--- config.mk ---
export PLATFORM = sky130hd
export DESIGN_NAME = display_window_scheduler
export DESIGN_NICKNAME = d
export VERILOG_FILES = /design/src/rtl/display_window_scheduler_pkg.sv /design/src/rtl/display_byte_out_reg.sv /design/src/rtl/display_window_scheduler.sv
export SDC_FILE = /design/constraint.sdc
export NUM_CORES = 1
export LEC_CHECK = 0
export BUFFER_PORTS_ARGS = -buffer_cell sky130_fd_sc_hd__buf_4
export CORE_ASPECT_RATIO = 0.7
export CORE_MARGIN = 3
export CORE_UTILIZATION = 45
export DETAILED_ROUTE_END_ITERATION = 8
export GPL_TIMING_DRIVEN = 0
export PLACE_DENSITY_LB_ADDON = 0.25
export SLEW_MARGIN = 20
export SYNTH_ARGS = -nofsm -noshare
export SYNTH_HDL_FRONTEND = slang
export SYNTH_SLANG_ARGS = --single-unit
--- constraint.sdc ---
create_clock -name aclk -period 16.3 [get_ports aclk]
set_input_delay 2.445 -clock aclk [delete_from_list [all_inputs] [get_ports aclk]]
set_output_delay 2.445 -clock aclk [all_outputs]
set_load 0.02 [all_outputs]
--- src/rtl/display_window_scheduler_pkg.sv ---
// Shared definitions for the ILI9486 partial-window scheduler: command bytes,
// window field layout, counter widths, FSM encoding and the command-byte table.
package display_window_scheduler_pkg;

  localparam int WIN_COORD_WIDTH = 9;
  localparam int PIX_CNT_WIDTH   = 2 * WIN_COORD_WIDTH;
  localparam int WIN_DATA_WIDTH  = 4 * WIN_COORD_WIDTH;

  localparam logic [7:0] ILI_CASET = 8'h2A;
  localparam logic [7:0] ILI_PASET = 8'h2B;
  localparam logic [7:0] ILI_RAMWR = 8'h2C;

  // Index of the final command byte (RAMWR) in the 11-byte preamble.
  localparam logic [3:0] CMD_LAST_IDX = 4'd10;

  typedef logic [WIN_COORD_WIDTH-1:0] coord_t;
  typedef logic [WIN_COORD_WIDTH:0]   coord_ext_t;
  typedef logic [PIX_CNT_WIDTH-1:0]   pix_cnt_t;

  // Field order fixes the bus offsets: x0 [35:27], y0 [26:18], x1 [17:9], y1 [8:0].
  typedef struct packed {
    coord_t x0;
    coord_t y0;
    coord_t x1;
    coord_t y1;
  } win_t;

  typedef enum logic [2:0] {
    ST_IDLE,
    ST_CHECK,
    ST_CMD,
    ST_PIX_HI,
    ST_PIX_LO,
    ST_DRAIN
  } state_e;

  typedef struct packed {
    logic [7:0] data;
    logic       user;
  } out_byte_t;

  // Command preamble byte for a given index; coordinates are sent as 16-bit
  // big-endian parameters, DC low only on the three command opcodes.
  function automatic out_byte_t cmd_byte(input logic [3:0] idx, input win_t w,
                                         input logic [7:0] caset, input logic [7:0] paset,
                                         input logic [7:0] ramwr);
    out_byte_t  b;
    logic [15:0] x0w;
    logic [15:0] y0w;
    logic [15:0] x1w;
    logic [15:0] y1w;
    x0w    = 16'(w.x0);
    y0w    = 16'(w.y0);
    x1w    = 16'(w.x1);
    y1w    = 16'(w.y1);
    b.user = 1'b1;
    b.data = 8'h00;
    case (idx)
      4'd0:    begin b.data = caset; b.user = 1'b0; end
      4'd1:    b.data = x0w[15:8];
      4'd2:    b.data = x0w[7:0];
      4'd3:    b.data = x1w[15:8];
      4'd4:    b.data = x1w[7:0];
      4'd5:    begin b.data = paset; b.user = 1'b0; end
      4'd6:    b.data = y0w[15:8];
      4'd7:    b.data = y0w[7:0];
      4'd8:    b.data = y1w[15:8];
      4'd9:    b.data = y1w[7:0];
      default: begin b.data = ramwr; b.user = 1'b0; end
    endcase
    return b;
  endfunction

endpackage

--- src/rtl/display_byte_out_reg.sv ---
// Single-entry AXI-Stream register slice for the byte output, carrying tuser
// (DC bit) and tlast; contents stay frozen while valid is held without ready.
module display_byte_out_reg (
  input  logic       clk,
  input  logic       rst_n,
  input  logic       in_valid_i,
  output logic       in_ready_o,
  input  logic [7:0] in_data_i,
  input  logic       in_user_i,
  input  logic       in_last_i,
  output logic       out_valid_o,
  input  logic       out_ready_i,
  output logic [7:0] out_data_o,
  output logic       out_user_o,
  output logic       out_last_o
);

  logic       valid_q;
  logic [7:0] data_q;
  logic       user_q;
  logic       last_q;

  // The slot can take a new byte when empty or when its byte leaves this cycle.
  assign in_ready_o = !valid_q || out_ready_i;

  // Load a new byte only when the slot frees up; otherwise hold everything.
  always_ff @(posedge clk or negedge rst_n) begin
    if (!rst_n) begin
      valid_q <= 1'b0;
      data_q  <= 8'h00;
      user_q  <= 1'b0;
      last_q  <= 1'b0;
    end else if (in_ready_o) begin
      valid_q <= in_valid_i;
      if (in_valid_i) begin
        data_q <= in_data_i;
        user_q <= in_user_i;
        last_q <= in_last_i;
      end
    end
  end

  assign out_valid_o = valid_q;
  assign out_data_o  = data_q;
  assign out_user_o  = user_q;
  assign out_last_o  = last_q;

endmodule

--- src/rtl/display_window_scheduler.sv ---
// Partial-window update sequencer for an 8080 ILI9486 path: emits the
// CASET/PASET/RAMWR preamble, then splits RGB565 pixels into hi/lo bytes.
module display_window_scheduler
  import display_window_scheduler_pkg::*;
#(
  parameter int         DISPLAY_WIDTH  = 480,
  parameter int         DISPLAY_HEIGHT = 320,
  parameter logic [7:0] CMD_CASET      = ILI_CASET,
  parameter logic [7:0] CMD_PASET      = ILI_PASET,
  parameter logic [7:0] CMD_RAMWR      = ILI_RAMWR
) (
  input  logic                      aclk,
  input  logic                      resetn,
  input  logic                      s_win_valid,
  output logic                      s_win_ready,
  input  logic [WIN_DATA_WIDTH-1:0] s_win_data,
  input  logic                      s_axis_tvalid,
  output logic                      s_axis_tready,
  input  logic                      s_axis_tlast,
  input  logic [15:0]               s_axis_tdata,
  output logic                      m_axis_tvalid,
  input  logic                      m_axis_tready,
  output logic [7:0]                m_axis_tdata,
  output logic                      m_axis_tuser,
  output logic                      m_axis_tlast,
  output logic                      busy,
  output logic                      done,
  output logic [1:0]                err
);

  localparam coord_ext_t X_LIMIT = coord_ext_t'(DISPLAY_WIDTH);
  localparam coord_ext_t Y_LIMIT = coord_ext_t'(DISPLAY_HEIGHT);

  state_e     state_q, state_d;
  win_t       win_q, win_d;
  logic [3:0] cmd_idx_q, cmd_idx_d;
  pix_cnt_t   pix_cnt_q, pix_cnt_d;
  logic [7:0] lo_byte_q, lo_byte_d;
  logic       tlast_seen_q, tlast_seen_d;
  logic [1:0] err_q, err_d;
  logic       ready_en_q;

  logic       slot_free;
  logic       ob_valid;
  logic [7:0] ob_data;
  logic       ob_user;
  logic       ob_last;
  logic       win_ok;
  logic       pix_final;
  coord_t     span_x;
  coord_t     span_y;
  out_byte_t  cmd_out;

  assign win_ok = (win_q.x1 >= win_q.x0) && (win_q.y1 >= win_q.y0) &&
                  (coord_ext_t'(win_q.x1) < X_LIMIT) && (coord_ext_t'(win_q.y1) < Y_LIMIT);
  assign span_x = win_q.x1 - win_q.x0 + coord_t'(1);
  assign span_y = win_q.y1 - win_q.y0 + coord_t'(1);

  // The current pixel closes the update on count exhaustion or an early source tlast.
  assign pix_final = (pix_cnt_q == pix_cnt_t'(1)) || tlast_seen_q;

  assign busy        = (state_q != ST_IDLE);
  assign s_win_ready = ready_en_q && (state_q == ST_IDLE);
  assign done        = m_axis_tvalid && m_axis_tready && m_axis_tlast;
  assign err         = err_q;

  // State register.
  always_ff @(posedge aclk or negedge resetn) begin
    if (!resetn) state_q <= ST_IDLE;
    else         state_q <= state_d;
  end

  // Next-state logic; DRAIN holds busy until the tlast byte actually leaves.
  always_comb begin
    state_d = state_q;
    unique case (state_q)
      ST_IDLE:   if (s_win_valid && s_win_ready) state_d = ST_CHECK;
      ST_CHECK:  state_d = win_ok ? ST_CMD : ST_IDLE;
      ST_CMD:    if (slot_free && (cmd_idx_q == CMD_LAST_IDX)) state_d = ST_PIX_HI;
      ST_PIX_HI: if (s_axis_tvalid && slot_free) state_d = ST_PIX_LO;
      ST_PIX_LO: if (slot_free) state_d = pix_final ? ST_DRAIN : ST_PIX_HI;
      ST_DRAIN:  if (done) state_d = ST_IDLE;
      default:   state_d = ST_IDLE;
    endcase
  end

  // Output decode: byte offered to the slice and pixel-side ready.
  always_comb begin
    ob_valid      = 1'b0;
    ob_data       = 8'h00;
    ob_user       = 1'b0;
    ob_last       = 1'b0;
    s_axis_tready = 1'b0;
    cmd_out       = cmd_byte(cmd_idx_q, win_q, CMD_CASET, CMD_PASET, CMD_RAMWR);
    unique case (state_q)
      ST_CMD: begin
        ob_valid = 1'b1;
        ob_data  = cmd_out.data;
        ob_user  = cmd_out.user;
      end
      ST_PIX_HI: begin
        s_axis_tready = slot_free;
        ob_valid      = s_axis_tvalid;
        ob_data       = s_axis_tdata[15:8];
        ob_user       = 1'b1;
      end
      ST_PIX_LO: begin
        ob_valid = 1'b1;
        ob_data  = lo_byte_q;
        ob_user  = 1'b1;
        ob_last  = pix_final;
      end
      default: ;
    endcase
  end

  // Datapath next-state: window capture, validation, byte index and pixel count.
  always_comb begin
    win_d        = win_q;
    cmd_idx_d    = cmd_idx_q;
    pix_cnt_d    = pix_cnt_q;
    lo_byte_d    = lo_byte_q;
    tlast_seen_d = tlast_seen_q;
    err_d        = err_q;
    unique case (state_q)
      ST_IDLE: begin
        if (s_win_valid && s_win_ready) begin
          win_d     = s_win_data;
          cmd_idx_d = 4'd0;
        end
      end
      ST_CHECK: begin
        if (win_ok) begin
          err_d        = 2'b00;
          pix_cnt_d    = pix_cnt_t'(span_x) * pix_cnt_t'(span_y);
          tlast_seen_d = 1'b0;
        end else begin
          err_d[0] = 1'b1;
        end
      end
      ST_CMD: if (slot_free) cmd_idx_d = cmd_idx_q + 4'd1;
      ST_PIX_HI: begin
        if (s_axis_tvalid && slot_free) begin
          lo_byte_d    = s_axis_tdata[7:0];
          tlast_seen_d = s_axis_tlast;
        end
      end
      ST_PIX_LO: begin
        if (slot_free) begin
          pix_cnt_d = pix_cnt_q - pix_cnt_t'(1);
          // Source framing and window size must end on the same pixel.
          if ((pix_cnt_q == pix_cnt_t'(1)) != tlast_seen_q) err_d[1] = 1'b1;
        end
      end
      default: ;
    endcase
  end

  // Datapath registers; ready_en_q keeps s_win_ready low until one edge after reset release.
  always_ff @(posedge aclk or negedge resetn) begin
    if (!resetn) begin
      win_q        <= '0;
      cmd_idx_q    <= 4'd0;
      pix_cnt_q    <= '0;
      lo_byte_q    <= 8'h00;
      tlast_seen_q <= 1'b0;
      err_q        <= 2'b00;
      ready_en_q   <= 1'b0;
    end else begin
      win_q        <= win_d;
      cmd_idx_q    <= cmd_idx_d;
      pix_cnt_q    <= pix_cnt_d;
      lo_byte_q    <= lo_byte_d;
      tlast_seen_q <= tlast_seen_d;
      err_q        <= err_d;
      ready_en_q   <= 1'b1;
    end
  end

  display_byte_out_reg u_out_reg (
    .clk         (aclk),
    .rst_n       (resetn),
    .in_valid_i  (ob_valid),
    .in_ready_o  (slot_free),
    .in_data_i   (ob_data),
    .in_user_i   (ob_user),
    .in_last_i   (ob_last),
    .out_valid_o (m_axis_tvalid),
    .out_ready_i (m_axis_tready),
    .out_data_o  (m_axis_tdata),
    .out_user_o  (m_axis_tuser),
    .out_last_o  (m_axis_tlast)
  );

endmodule

---- Word level (Yosys, flattened, before mapping) ----
Cells that the tools add are included.
storage, ports and cells
  memory bits (read-only) ................. 0
  input bits .............................. 58
  bits in latches ......................... 0
  output and inout port bits .............. 17
  memory bits (writable) .................. 0
  logic and storage cells ................. 109
  flip-flop bits (word level) ............. 84
  memories ................................ 0
cells by class
  multiply operators ...................... 1
  $add $sub $neg .......................... 6
  reduce and logical (&&, ||, !) cells .... 29
  div/mod/pow operators ................... 0
  bitwise gates (word level) .............. 0
  equality and inequality tests ........... 25
  magnitude comparators ................... 4
  muxes and demuxes ....................... 28
  shift-type cells ........................ 0
operators with widths
  kind                     number
  $pmux W8 S10             1
  $mux W18                 2
  $pmux W18 S2             1
  $pmux W8 S3              1
  $add A9 B1 Y9 const B    2
  $eq A18 B1 Y1 const B    1
  $ge A9 B9 Y1             2
  $lt A9 B9 Y1 const B     2
  $mul A9 B9 Y18           1
  $mux W3                  6
  $pmux W3 S6              1
  $sub A18 B1 Y18 const B  1
  $sub A9 B9 Y9            2
  $eq A4 B3 Y1 const B     4
  $ne A2 B2 Y1 const B     7
  $eq A4 B4 Y1 const B     3
  $logic_and A1 B1 Y1      9
  $reduce_and A3 Y1        3
  $eq A4 B2 Y1 const B     2
  $mux W1                  8
  $mux W4                  2
  $pmux W1 S2              4
  $pmux W4 S2              1
  $reduce_or A8 Y1         1
  18 further kinds         26

---- Longest topological paths before layout ----
Gate-level depths: netlist of run 1.
  word-level depth ........................ 6
  gate-level depth with buffers ........... 29
  depth with buffers taken out ............ 29

---- Modules after synthesis ----
From an unflattened synthesis of run 1, not the netlist that was laid out.
unflattened totals
  cell total of the unflattened synthesis .. 919
  area, all modules ....................... 8162.8 sq um
by module, submodules not included
  module                    instances  area each (sq um)  cells each  seq. area each (sq um)
  display_window_scheduler  1          7697.4             895         1826.8
  display_byte_out_reg      1          465.4              24          275.3

---- Worst setup path before layout of run 1 ----
No wires, ideal clock.
  path type ............................... register to register
  from .................................... reg win_q[2] (netlist bit)
  to ...................................... reg pix_cnt_q[14]
  data arrival time ....................... 5.985 ns
  path slack .............................. 10.188 ns
  buffers on the path ..................... 0
  library setup time ...................... 0.127 ns
  clock period less this slack ............ 6.112 ns
  stages on the path, launching flop included .. 24
  required time ........................... 16.173 ns
  path through ............................ dfrtp_1 -> ha_1 -> xnor2_1 -> ha_1 -> a21oi_1 -> or3b_2 -> a21oi_1 -> mux2i_1 -> nand2_1 -> nor2_1 -> fa_1 -> fa_1 -> fa_1 -> inv_1 -> fa_1 -> inv_1 -> ha_1 -> a21oi_1 -> nand2_1 -> o211ai_1 -> nand2b_1 -> a21oi_1 -> xnor2_1 -> a221o_2
between the ends
  word-level cells in the longest chain between the ends .. 6
  elaborated cells between the ends (all ways) .. 12
  those cells by class .................... add/sub: 2; mul: 1; order compare: 2; eq/ne: 1; mux: 2; reduce/logical: 4
ends and longest elaborated chain
  element                                                 RTL line                         source
  start, declared                                         display_window_scheduler.sv:35   win_t win_q, win_d;
  start signal, assigned                                  display_window_scheduler.sv:170  win_q <= win_d;
  branches (longest 6 deep; another with $mul A9 B9 Y18)  n/a
  end signal, assigned                                    display_window_scheduler.sv:172  pix_cnt_q <= pix_cnt_d;
  end, declared                                           display_window_scheduler.sv:37   pix_cnt_t pix_cnt_q, pix_cnt_d;
Parallel ways; which one is timed is not known. The select of a mux whose other input is x is not followed.
A chain may end at the register's enable or synchronous reset.

---- Worst setup path after layout of run 1 ----
Same ends and word-level chain as after synthesis.

==> results of run 1 <==
per-stage QoR:
step	std cells	instance area, um2	hold WS [ns]	worst slack, ns
floorplan	952	8110	0.471	10.19
global placement	1257	8960	0.475	9.37
CTS	1273	9240	0.498	9.35
global route	1273	9250	0.517	8.79
detailed placement	1257	8960	0.475	9.41
finish	1273	9250	0.490	9.33
critical path: cells and delay by family, from the launching register on:
kind | cells | cell delay [ns]
xor+xnor | 3 | 0.93
compound gates | 6 | 1.38
fa+ha+maj | 7 | 3.10
flops | 1 | 0.43
buf+inv | 2 | 0.12
simple gates | 5 | 0.89
cells by family after synthesis:
family / share of synthesized area, %
AND/OR/NAND/NOR: 17.5
AO/OA/AOI/OAI: 15.8
buffers and inverters: 7.74
adder cells (fa/ha/maj): 26.7
flip-flops: 25.9
XOR/XNOR: 3.45
multiplexers: 2.87
other: 0.0462
registers in the layout, indices dropped and copies added, names as in the netlist:
register,cells
cmd_idx_q,4
ready_en_q,1
tlast_seen_q,1
pix_cnt_q,18
u_out_reg.out_valid_o,1
u_out_reg.out_user_o,1
lo_byte_q,8
state_q,3
win_q,36
u_out_reg.out_data_o,8
u_out_reg.out_last_o,1
err,2
Yosys cell counts, types with 2 or more instances:
cell | number | share of area (%)
nand2b_1 | 21 | 1.6
nor3_2 | 2 | 0.25
xor2_1 | 17 | 1.8
o21ai_0 | 80 | 4.9
xnor2_1 | 15 | 1.6
nand2_1 | 98 | 4.5
nor2b_1 | 12 | 0.93
o21a_1 | 4 | 0.37
a31oi_1 | 10 | 0.77
a2bb2oi_1 | 3 | 0.32
and3_1 | 7 | 0.54
o31ai_1 | 5 | 0.46
nand4_1 | 7 | 0.54
a222oi_1 | 5 | 0.62
ha_1 | 81 | 12
nor3_1 | 20 | 1.2
o32ai_1 | 2 | 0.22
o211ai_1 | 10 | 0.93
a21oi_1 | 48 | 3.0
fa_1 | 57 | 14
o21ai_1 | 2 | 0.12
clkbuf_4 | 2 | 0.19
nand3b_1 | 3 | 0.28
a22o_1 | 2 | 0.22
a211o_1 | 2 | 0.22
nor2_1 | 94 | 4.3
clkbuf_1 | 30 | 1.4
nor4_1 | 3 | 0.23
or2_2 | 7 | 0.54
a32oi_1 | 4 | 0.43
o22ai_1 | 2 | 0.15
nand3_1 | 10 | 0.62
or3_4 | 2 | 0.28
mux2_2 | 18 | 2.5
a211oi_1 | 5 | 0.46
mux2i_1 | 3 | 0.37
and2_1 | 8 | 0.62
inv_1 | 127 | 5.9
buf_2 | 4 | 0.25
a22oi_1 | 11 | 1.0
dfrtp_1 | 84 | 26
a21o_1 | 4 | 0.37
metal layers:
layer	GRT usage (%)	routed length, um	vias to the layer above
met5	0	0	-
met4	3.66	132	0
met3	6.39	2430	14
met2	29.5	8200	287
met1	37.9	11400	3312
li1	-	-	3356
worst max path at each step:
stage	end	slack (ns)
detailed placement	pix_cnt_q[14]	9.41
floorplan	pix_cnt_q[14]	10.19
global placement	pix_cnt_q[14]	9.37
finish	pix_cnt_q[14]	9.33
CTS	pix_cnt_q[14]	9.35
global route	pix_cnt_q[14]	8.79
final cells by class:
type                       count  area share [%]
timing repair buffer          74            6.05
clock buffer                  10            2.48
clock inverter                 6           0.595
tap                          231            3.13
inverter                     127            5.16
sequential                    84            22.7
buffer                        37            1.64
multi-input combinational    704            58.2
==> impl_metrics.py, run 1 <==
metrics = {
    "run_status": {
        "outcome": "finished clean",
    },
    "job": {
        "drv.max_cap_violation_count": 0,
    },
    "cts": {
        "cts_resized": 0,
        "clock-root-buffer": "clkbuf_16",
        "cts_hold_repair.buffers": 0,
        "numClockSinks": 84,
        "cts_post_setup_buffers_inserted": 0,
        "cts.reportedPaths.clkPinSlew_ns": 0.07,
        "cts-buffers-inserted": 9,
        "worstSkewPairLatency_ns": 0.35,
        "clk_path_buf_depth": 2,
        "cts_tree": "done",
        "ctsHtreeMaxLevel": 3,
    },
    "worst_hold_path": {
        "worst_hold_path_type": "reg2reg",
        "hold-path-cell-count": 2,
        "hold_start": "u_out_reg.out_data_o[1]",
        "min_to": "u_out_reg.out_data_o[1]",
    },
    "setup_path": {
        "worst_r2r_path_depth": 23,
        "regToRegEndpoint": "pix_cnt_q[14]",
        "timing.critical_path.fanout_max": 9,
        "r2r-start": "win_q[2]",
        "cells_traversed_along_the_worst_timing_path": "ha_1 -> xnor2_1 -> ha_1 -> a21oi_1 -> or3b_2 -> a21oi_1 -> nor2_1 -> xor2_1 -> nor2_1 -> fa_1 -> fa_1 -> fa_1 -> inv_1 -> fa_1 -> inv_1 -> ha_1 -> a21oi_1 -> nand2_1 -> o211ai_1 -> nand2b_1 -> a21oi_1 -> xnor2_1 -> a221o_2",
        "worstSetupPathType": "reg2reg",
        "r2r_slack_ns": 9.33,
        "startpoint": "win_q[2]",
        "cp-end-kind": "register",
        "cp_data_arrival_time_ns": 7.20,
        "crit_slowest_cell": "xor2_1",
        "critical_path_required_ns": 16.53,
        "critPathMaxStageDelay_ns": 0.61,
        "worstSetupStartpointType": "register",
    },
    "sta": {
        "fmax_mhz": 143,
        "worst_slew_pin_slew_ns": 0.885,
        "fin_crit_sh_pct": 42.8,
        "unrepaired_setup_endpoints_after_global_routing": "false",
        "timing.final.max_slew_violations": 0,
        "finalSetupTns_ns": 0,
        "timing.final.hold_violations": 0,
        "finalSetupViolations": 0,
        "maxSlewHeadroom_pct": 40.6,
        "timing.clock.skew_ns": 0.00955,
        "post-route-min-period_ns": 6.97,
    },
    "route": {
        "first_pass_iters": 5,
        "drtIter0Drc": 655,
        "number_of_antenna_violating_nets_in_the_routed_design": 0,
        "detail_route.wirelength_um": 22200,
        "viasPerCell": 5.47,
        "route.vias.total": 6969,
        "route.detailed.wl_per_inst_um": 17.4,
        "final_routed_drc_violation_total": 0,
    },
    "final_layout": {
        "antenna_cells": 0,
        "mostFrequentLayoutCell": "inv_1",
        "multi_input_comb_area_um2": 5380,
        "filler_cell_count": 1669,
        "layout.cells.most_common_list": "inv_1 (127), nand2_1 (98), nor2_1 (94)",
        "fraction_of_layout_instances_using_a_drive_strength_above_1_pct": 12.6,
        "final_net_count": 1233,
        "final_core_occ_pct": 53.1,
        "ff_latch_area_um2": 2100,
        "area_delta_synth_final_pct": 14.0,
    },
    "logic_synthesis": {
        "async_reset_ff_share_pct": 100,
        "post_synth_num_cell_types": 63,
        "synth-edff-count": 0,
        "ys_seq_elements": 84,
        "synthFlopType": "dfrtp_1",
        "synth.cell_area_um2": 8110,
        "synth.net_count": 1148,
        "ys_warn_count": 0,
        "syn_avg_cell_area_um2": 8.52,
        "ys_seq_area_share_pct": 25.9,
        "syn-instance-count": 952,
    },
    "floorplanning": {
        "design.core.area_um2": 17400,
        "initial_core_util_pct": 46.6,
        "floorplan.rows": 40,
        "dieArea_um2": 19700,
        "die_height_um": 118,
        "die_w_um": 166,
        "boundaryPins": 75,
    },
    "placed_design": {
        "portBuffers": 74,
        "post-dp-hpwl_um": 17500,
        "place_congestion": 1.03,
    },
    "global_route": {
        "maximum_number_of_pins_on_one_net_before_global_route_repair": 85,
        "grt_util_all_layers_pct": 22.9,
        "number_of_global_route_vias_before_repair": 6775,
        "overflow": 0,
        "grt_first_pass_wirelength_um": 36400,
        "initial_antenna_violation_count": 0,
    },
}
Power of run 1 is not shown: default switching activity piles up to over one toggle a cycle in this logic, so the estimate is an artifact.
==> run 2, diff against run 1 <==
--- a/config.mk
+++ b/config.mk
@@ -5,6 +5,7 @@
 export SDC_FILE = /design/constraint.sdc
 export NUM_CORES = 1
 export LEC_CHECK = 0
+export ABC_AREA = 1
 export BUFFER_PORTS_ARGS = -buffer_cell sky130_fd_sc_hd__buf_4
 export CORE_ASPECT_RATIO = 0.7
 export CORE_MARGIN = 3
==> constraint.sdc (replaced) <==
create_clock -name aclk -period 7.1 [get_ports aclk]
set_input_delay 1.065 -clock aclk [delete_from_list [all_inputs] [get_ports aclk]]
set_output_delay 1.065 -clock aclk [all_outputs]
set_load 0.02 [all_outputs]
==> run 2 against run 1 <==
  * First-iteration DRC count up 9.8%
  * Core utilization is essentially flat
  * Worst setup slack lost 8.4 ns
  * Design area is 5.4% higher
  * Clock skew is 0.0032 ns higher
  * Global-route usage is 0.82 points higher
  * Critical endpoint is now pix_cnt_q[11]
==> impl_metrics.py, run 2 <==
metrics = {
    "run_status": {
        "outcome": "finished clean",
    },
    "sta": {
        "finalSetupTns_ns": 0,
        "finalSetupViolations": 0,
        "maxSlewHeadroom_pct": 47.6,
        "timing.final.hold_violations": 0,
        "unrepaired_setup_endpoints_after_global_routing": "false",
        "hold_ws_ns": 0.477,
        "worst_slew_pin_slew_ns": 0.783,
        "timing.final.max_slew_violations": 0,
        "fmax_mhz": 161,
        "post-route-min-period_ns": 6.21,
        "fin_crit_sh_pct": 87.5,
        "timing.clock.skew_ns": 0.0128,
    },
    "cts": {
        "ctsHtreeMaxLevel": 3,
        "clk_path_buf_depth": 2,
        "worstSkewPairLatency_ns": 0.35,
        "cts.reportedPaths.clkPinSlew_ns": 0.07,
        "cts_post_setup_buffers_inserted": 0,
        "numClockSinks": 84,
        "cts_resized": 0,
        "cts-buffers-inserted": 9,
        "cts_tree": "done",
        "clock-root-buffer": "clkbuf_16",
        "cts_hold_repair.buffers": 0,
    },
    "setup_path": {
        "r2r-start": "win_q[10]",
        "timing.critical_path.fanout_max": 7,
        "crit_slowest_cell": "fa_1",
        "worstSetupPathType": "reg2reg",
        "worst_r2r_path_depth": 31,
        "critPathBufInv": 7,
        "critical_path.top_delay_family": "adder cells",
        "cp-end-kind": "register",
        "worstSetupStartpointType": "register",
        "critical_path_required_ns": 7.35,
        "critPathMaxStageDelay_ns": 0.54,
        "critical_path_s_most_frequent_cell": "nand2_1",
        "r2r_slack_ns": 0.89,
        "cp_data_arrival_time_ns": 6.45,
        "regToRegEndpoint": "pix_cnt_q[11]",
    },
    "logic_synthesis": {
        "synth.cell_area_um2": 8580,
        "synth.net_count": 1400,
        "synth-edff-count": 0,
        "ys_seq_elements": 84,
        "synth_top_area_share_pct": 24.5,
        "yosys.area_share.xor_xnor_pct": 1.31,
        "ys_seq_area_share_pct": 24.5,
        "synth_compound_gate_area_share_pct": 8.33,
        "synth.area.mux_share_pct": 0.263,
        "synth_fa_ha_area_share_pct": 25.1,
        "post_synth_num_cell_types": 46,
        "synth_top_cells_by_area": "dfrtp_1 (25%), nand2_1 (15%), fa_1 (13%)",
        "syn_avg_cell_area_um2": 7.12,
        "yosys.area_share.simple_pct": 28.5,
        "ys_warn_count": 0,
        "synth_commonest_cells": "nand2_1 (336), inv_1 (230), nor2_1 (112)",
        "cell_type_with_the_largest_total_area_after_synthesis": "dfrtp_1",
        "dominant_combinational_cell_family_by_area_after_synthesis": "simple AND/OR/NAND/NOR gates",
        "post-synth-top-count-cell": "nand2_1",
        "syn-instance-count": 1204,
        "synthFlopType": "dfrtp_1",
        "async_reset_ff_share_pct": 100,
    },
    "final_layout": {
        "antenna_cells": 0,
        "fraction_of_layout_instances_using_a_drive_strength_above_1_pct": 11.4,
        "filler_cell_count": 1838,
        "largest_reg_flops": 36,
        "regMostFlops": "win_q",
        "area_delta_synth_final_pct": 13.6,
        "final_net_count": 1485,
        "mostFrequentLayoutCell": "nand2_1",
        "reg.largest.list": "win_q x36, pix_cnt_q x18",
        "layout.cells.most_common_list": "nand2_1 (336), inv_1 (230), nor2_1 (112)",
    },
    "floorplanning": {
        "die_w_um": 171,
        "dieArea_um2": 20800,
        "initial_core_util_pct": 46.7,
        "boundaryPins": 75,
        "die_height_um": 122,
        "floorplan.rows": 41,
        "design.core.area_um2": 18400,
    },
    "route": {
        "route.detailed.wl_per_inst_um": 15.3,
        "number_of_antenna_violating_nets_in_the_routed_design": 0,
        "first_pass_iters": 5,
        "final_routed_drc_violation_total": 0,
        "route.vias.total": 7876,
        "viasPerCell": 5.15,
        "detail_route.wirelength_um": 23400,
        "drtIter0Drc": 719,
    },
    "global_route": {
        "maximum_number_of_pins_on_one_net_before_global_route_repair": 85,
        "grt_util_all_layers_pct": 23.8,
        "initial_antenna_violation_count": 0,
        "number_of_global_route_vias_before_repair": 7615,
        "grt_first_pass_wirelength_um": 39100,
        "overflow": 0,
    },
    "worst_hold_path": {
        "hold_start": "tlast_seen_q",
        "worst_hold_path_type": "reg2reg",
        "hold-path-cell-count": 2,
        "min_to": "tlast_seen_q",
    },
    "placed_design": {
        "portBuffers": 74,
        "post-dp-hpwl_um": 18900,
        "place_congestion": 0.951,
    },
    "job": {
        "drv.max_cap_violation_count": 0,
    },
}
-- run 2: changes by cell type after synthesis, sizes merged, moves of 19 or more --
cell	delta
nand3	+77
clkbuf	-29
inv	+108
nand2	+247
nor2	+25
a21oi	-19
nand2b	-21
-- run 2: cell type report --
cell class / count / area [um2] / area share (%)
clock inverters: 6 / 75.1 / 0.770
clock buffers: 10 / 239 / 2.45
multi-input cells: 861 / 5450 / 56.0
repair buffers: 74 / 559 / 5.74
plain buffers: 23 / 135 / 1.39
inverters: 236 / 886 / 9.09
well taps: 236 / 295 / 3.03
flip-flops and latches: 84 / 2100 / 21.6
-- run 2: worst max-delay path by stage --
stage	endpoint	start	depth (start not counted)	slack, ns
after global placement	pix_cnt_q[11]	win_q[10]	33	1.0
after CTS	pix_cnt_q[11]	win_q[10]	31	0.97
after global routing	pix_cnt_q[11]	win_q[10]	33	0.53
final	pix_cnt_q[11]	win_q[10]	31	0.89
after detailed placement	pix_cnt_q[11]	win_q[10]	31	1.00
after floorplan	pix_cnt_q[11]	win_q[2]	33	1.61
-- run 2: metrics by stage --
stage | setup slack, ns | cell area (um2) | instances | utilization, %
after global routing | 0.531 | 9750 | 1530 | 53.1
after global placement | 0.999 | 9430 | 1514 | 51.3
after CTS | 0.968 | 9740 | 1530 | 53.0
after floorplan | 1.61 | 8580 | 1204 | -
after detailed placement | 1.00 | 9430 | 1514 | 51.3
final | 0.891 | 9750 | 1530 | 53.1
-- run 2: tightest hold or removal path, cell delays in order, from the launching register on --
cell and delay, ns:
dfrtp_1 0.34, nand2_1 0.06, nand2_1 0.05
-- run 2: cells by family (layout without fill, tap and decap cells) --
kind of cell               Yosys count  count (layout)
other                                1               1
muxes                                2               2
and+or+nand+nor                    582             582
AOI/OAI and AO/OA                  126             126
xor gates and xnor gates            12              12
buffers and inverters              259             349
DFF                                 84              84
adders and majority gates          138             138
-- run 2: per-layer routing --
layer	GRT usage (%)	part of all wire (%)
met1	38.3	52
met2	32.7	38
met3	5.31	9.2
met4	3.77	0.87
met5	0	0
Power of run 2 is left out for the same reason.
==> run 3, diff against run 2 <==
==> constraint.sdc (replaced) <==
create_clock -name aclk -period 5 [get_ports aclk]
set_input_delay 0.75 -clock aclk [delete_from_list [all_inputs] [get_ports aclk]]
set_output_delay 0.75 -clock aclk [all_outputs]
set_load 0.02 [all_outputs]
==> run 3 against run 2 <==
  * The run now ends with setup timing left
  * Register-to-register slack worse by 1.7 ns
  * Sequential cell count stayed put
  * Clock skew is 0.0041 ns lower
  * Non-clock buffer count is 35 higher
  * Global-route usage is 0.78 points higher
  * Final cell count is 2.3% higher
  * Sequential share of layout area is 1.8 points lower
  * Highest routed layer unchanged
==> impl_metrics.py, run 3 (same netlist as run 2, synthesis figures left out) <==
metrics = {
    "sta": {
        "worst_slew_pin_slew_ns": 0.778,
        "fmax_mhz": 173,
        "finalSetupViolations": 11,
        "unrepaired_setup_endpoints_after_global_routing": "true",
        "postLayoutSetupSlackWorst_ns": -0.768,
        "timing.final.max_slew_violations": 0,
        "timing.final.hold_violations": 0,
        "maxSlewHeadroom_pct": 48.1,
        "hold_ws_ns": 0.438,
        "post-route-min-period_ns": 5.77,
        "timing.clock.skew_ns": 0.00868,
        "fin_crit_sh_pct": 115,
    },
    "final_layout": {
        "mostFrequentLayoutCell": "nand2_1",
        "largest_reg_flops": 36,
        "area_delta_synth_final_pct": 24.2,
        "fraction_of_layout_instances_using_a_drive_strength_above_1_pct": 22.3,
        "final_net_count": 1520,
        "reg.largest.list": "win_q x36, pix_cnt_q x18",
        "filler_cell_count": 1680,
        "regMostFlops": "win_q",
        "layout.cells.most_common_list": "nand2_1 (308), inv_1 (206), buf_4 (106)",
        "antenna_cells": 0,
    },
    "placed_design": {
        "post-dp-hpwl_um": 19400,
        "portBuffers": 74,
        "place_congestion": 0.920,
    },
    "cts": {
        "clk_path_buf_depth": 2,
        "cts_tree": "done",
        "ctsHtreeMaxLevel": 3,
        "cts.reportedPaths.clkPinSlew_ns": 0.07,
        "numClockSinks": 84,
        "cts_hold_repair.buffers": 0,
        "cts-buffers-inserted": 9,
        "clock-root-buffer": "clkbuf_16",
        "worstSkewPairLatency_ns": 0.35,
    },
    "setup_path": {
        "r2r-start": "win_q[30]",
        "crit_slowest_cell": "fa_1",
        "worstSetupStartpointType": "register",
        "critPathMaxStageDelay_ns": 0.54,
        "worst_r2r_path_depth": 33,
        "timing.critical_path.fanout_max": 4,
        "cp_data_arrival_time_ns": 6.01,
        "critical_path_required_ns": 5.25,
        "worstSetupPathType": "reg2reg",
        "cp-end-kind": "register",
        "regToRegEndpoint": "pix_cnt_q[11]",
        "r2r_slack_ns": -0.77,
    },
    "route": {
        "detail_route.wirelength_um": 25100,
        "number_of_antenna_violating_nets_in_the_routed_design": 0,
        "route.vias.total": 8220,
        "drtIter0Drc": 817,
        "route.detailed.wl_per_inst_um": 16.1,
        "viasPerCell": 5.25,
        "first_pass_iters": 5,
        "final_routed_drc_violation_total": 0,
    },
    "global_route": {
        "number_of_global_route_vias_before_repair": 7873,
        "overflow": 0,
        "maximum_number_of_pins_on_one_net_before_global_route_repair": 85,
        "groute.layer.met3.usage_pct": 5.99,
        "grt_util_all_layers_pct": 24.5,
        "top_usage_layer": "met1",
        "initial_antenna_violation_count": 0,
        "met2_resource_use_gr_pct": 33.9,
        "grt_first_pass_wirelength_um": 40400,
        "grtUsageMet1_pct": 39.2,
    },
    "run_status": {
        "outcome": "finished, violations left",
        "violations": "setup timing",
    },
    "floorplanning": {
        "die_w_um": 171,
        "dieArea_um2": 20800,
        "boundaryPins": 75,
        "initial_core_util_pct": 46.7,
        "design.core.area_um2": 18400,
        "floorplan.rows": 41,
        "die_height_um": 122,
    },
    "job": {
        "drv.max_cap_violation_count": 0,
    },
    "worst_hold_path": {
        "worst_hold_path_type": "in2async",
    },
}
[run 3: cell count changes in the layout (fill, tap and decap cells not counted), sizes merged]
cell and change:
bufinv +1, buf +36, clkbuf -2, clkinv +1, clkinvlp -1
[run 3: timing repair]
item	4_1_cts	5_1_grt
pin swaps	28	58
endpoints found under the setup margin	13	13
buffers inserted	21	15
gates resized for setup	51	75
[run 3: layout make-up]
class | instances | area, um2 | area share (%)
well taps | 236 | 295 | 2.77
clock inverters | 7 | 105 | 0.987
repair buffers | 110 | 848 | 7.97
multi-input cells | 861 | 6050 | 56.8
clock buffers | 9 | 225 | 2.11
plain buffers | 22 | 131 | 1.23
flip-flops and latches | 84 | 2100 | 19.7
inverters | 236 | 896 | 8.41
[run 3: critical path: cells and delay by family, from the launching register on]
| kind | cells | cell delay (ns) |
|---|---|---|
| fa+ha+maj | 7 | 2.84 |
| compound gates | 2 | 0.37 |
| simple gates | 14 | 1.10 |
| xor+xnor | 1 | 0.28 |
| flops | 1 | 0.39 |
| buf+inv | 9 | 0.68 |
[run 3: worst max path at each step]
stage	from	end	slack, ns
2_1_floorplan	win_q[28]	pix_cnt_q[11]	-0.21
3_3_place_gp	win_q[28]	pix_cnt_q[9]	-0.84
3_5_place_dp	win_q[10]	pix_cnt_q[12]	-0.86
4_1_cts	win_q[10]	pix_cnt_q[11]	-0.57
5_1_grt	win_q[30]	pix_cnt_q[11]	-0.93
6_report	win_q[30]	pix_cnt_q[11]	-0.77
[run 3: stage by stage]
| step | worst slack (ns) | instances | setup TNS [ns] | instance area (um2) | util, % |
|---|---|---|---|---|---|
| 5_1_grt | -0.927 | 1565 | -9.66 | 10700 | 58.0 |
| 6_report | -0.768 | 1565 | -7.54 | 10700 | 58.0 |
| 2_1_floorplan | -0.214 | 1204 | -1.39 | 8700 | - |
| 3_3_place_gp | -0.839 | 1514 | -8.63 | 9560 | 52.0 |
| 4_1_cts | -0.569 | 1551 | -5.49 | 10200 | 55.8 |
| 3_5_place_dp | -0.861 | 1514 | -8.55 | 9560 | 52.0 |
[run 3: metal layers]
metal / part of all wire (%) / vias to the layer above / routed length (um)
met1: 50 / 3892 / 12600
met2: 40 / 326 / 10200
li1: - / 3983 / -
met3: 8.7 / 19 / 2180
met5: 0 / - / 0
met4: 0.67 / 0 / 169
Power of run 3 is left out for the same reason.
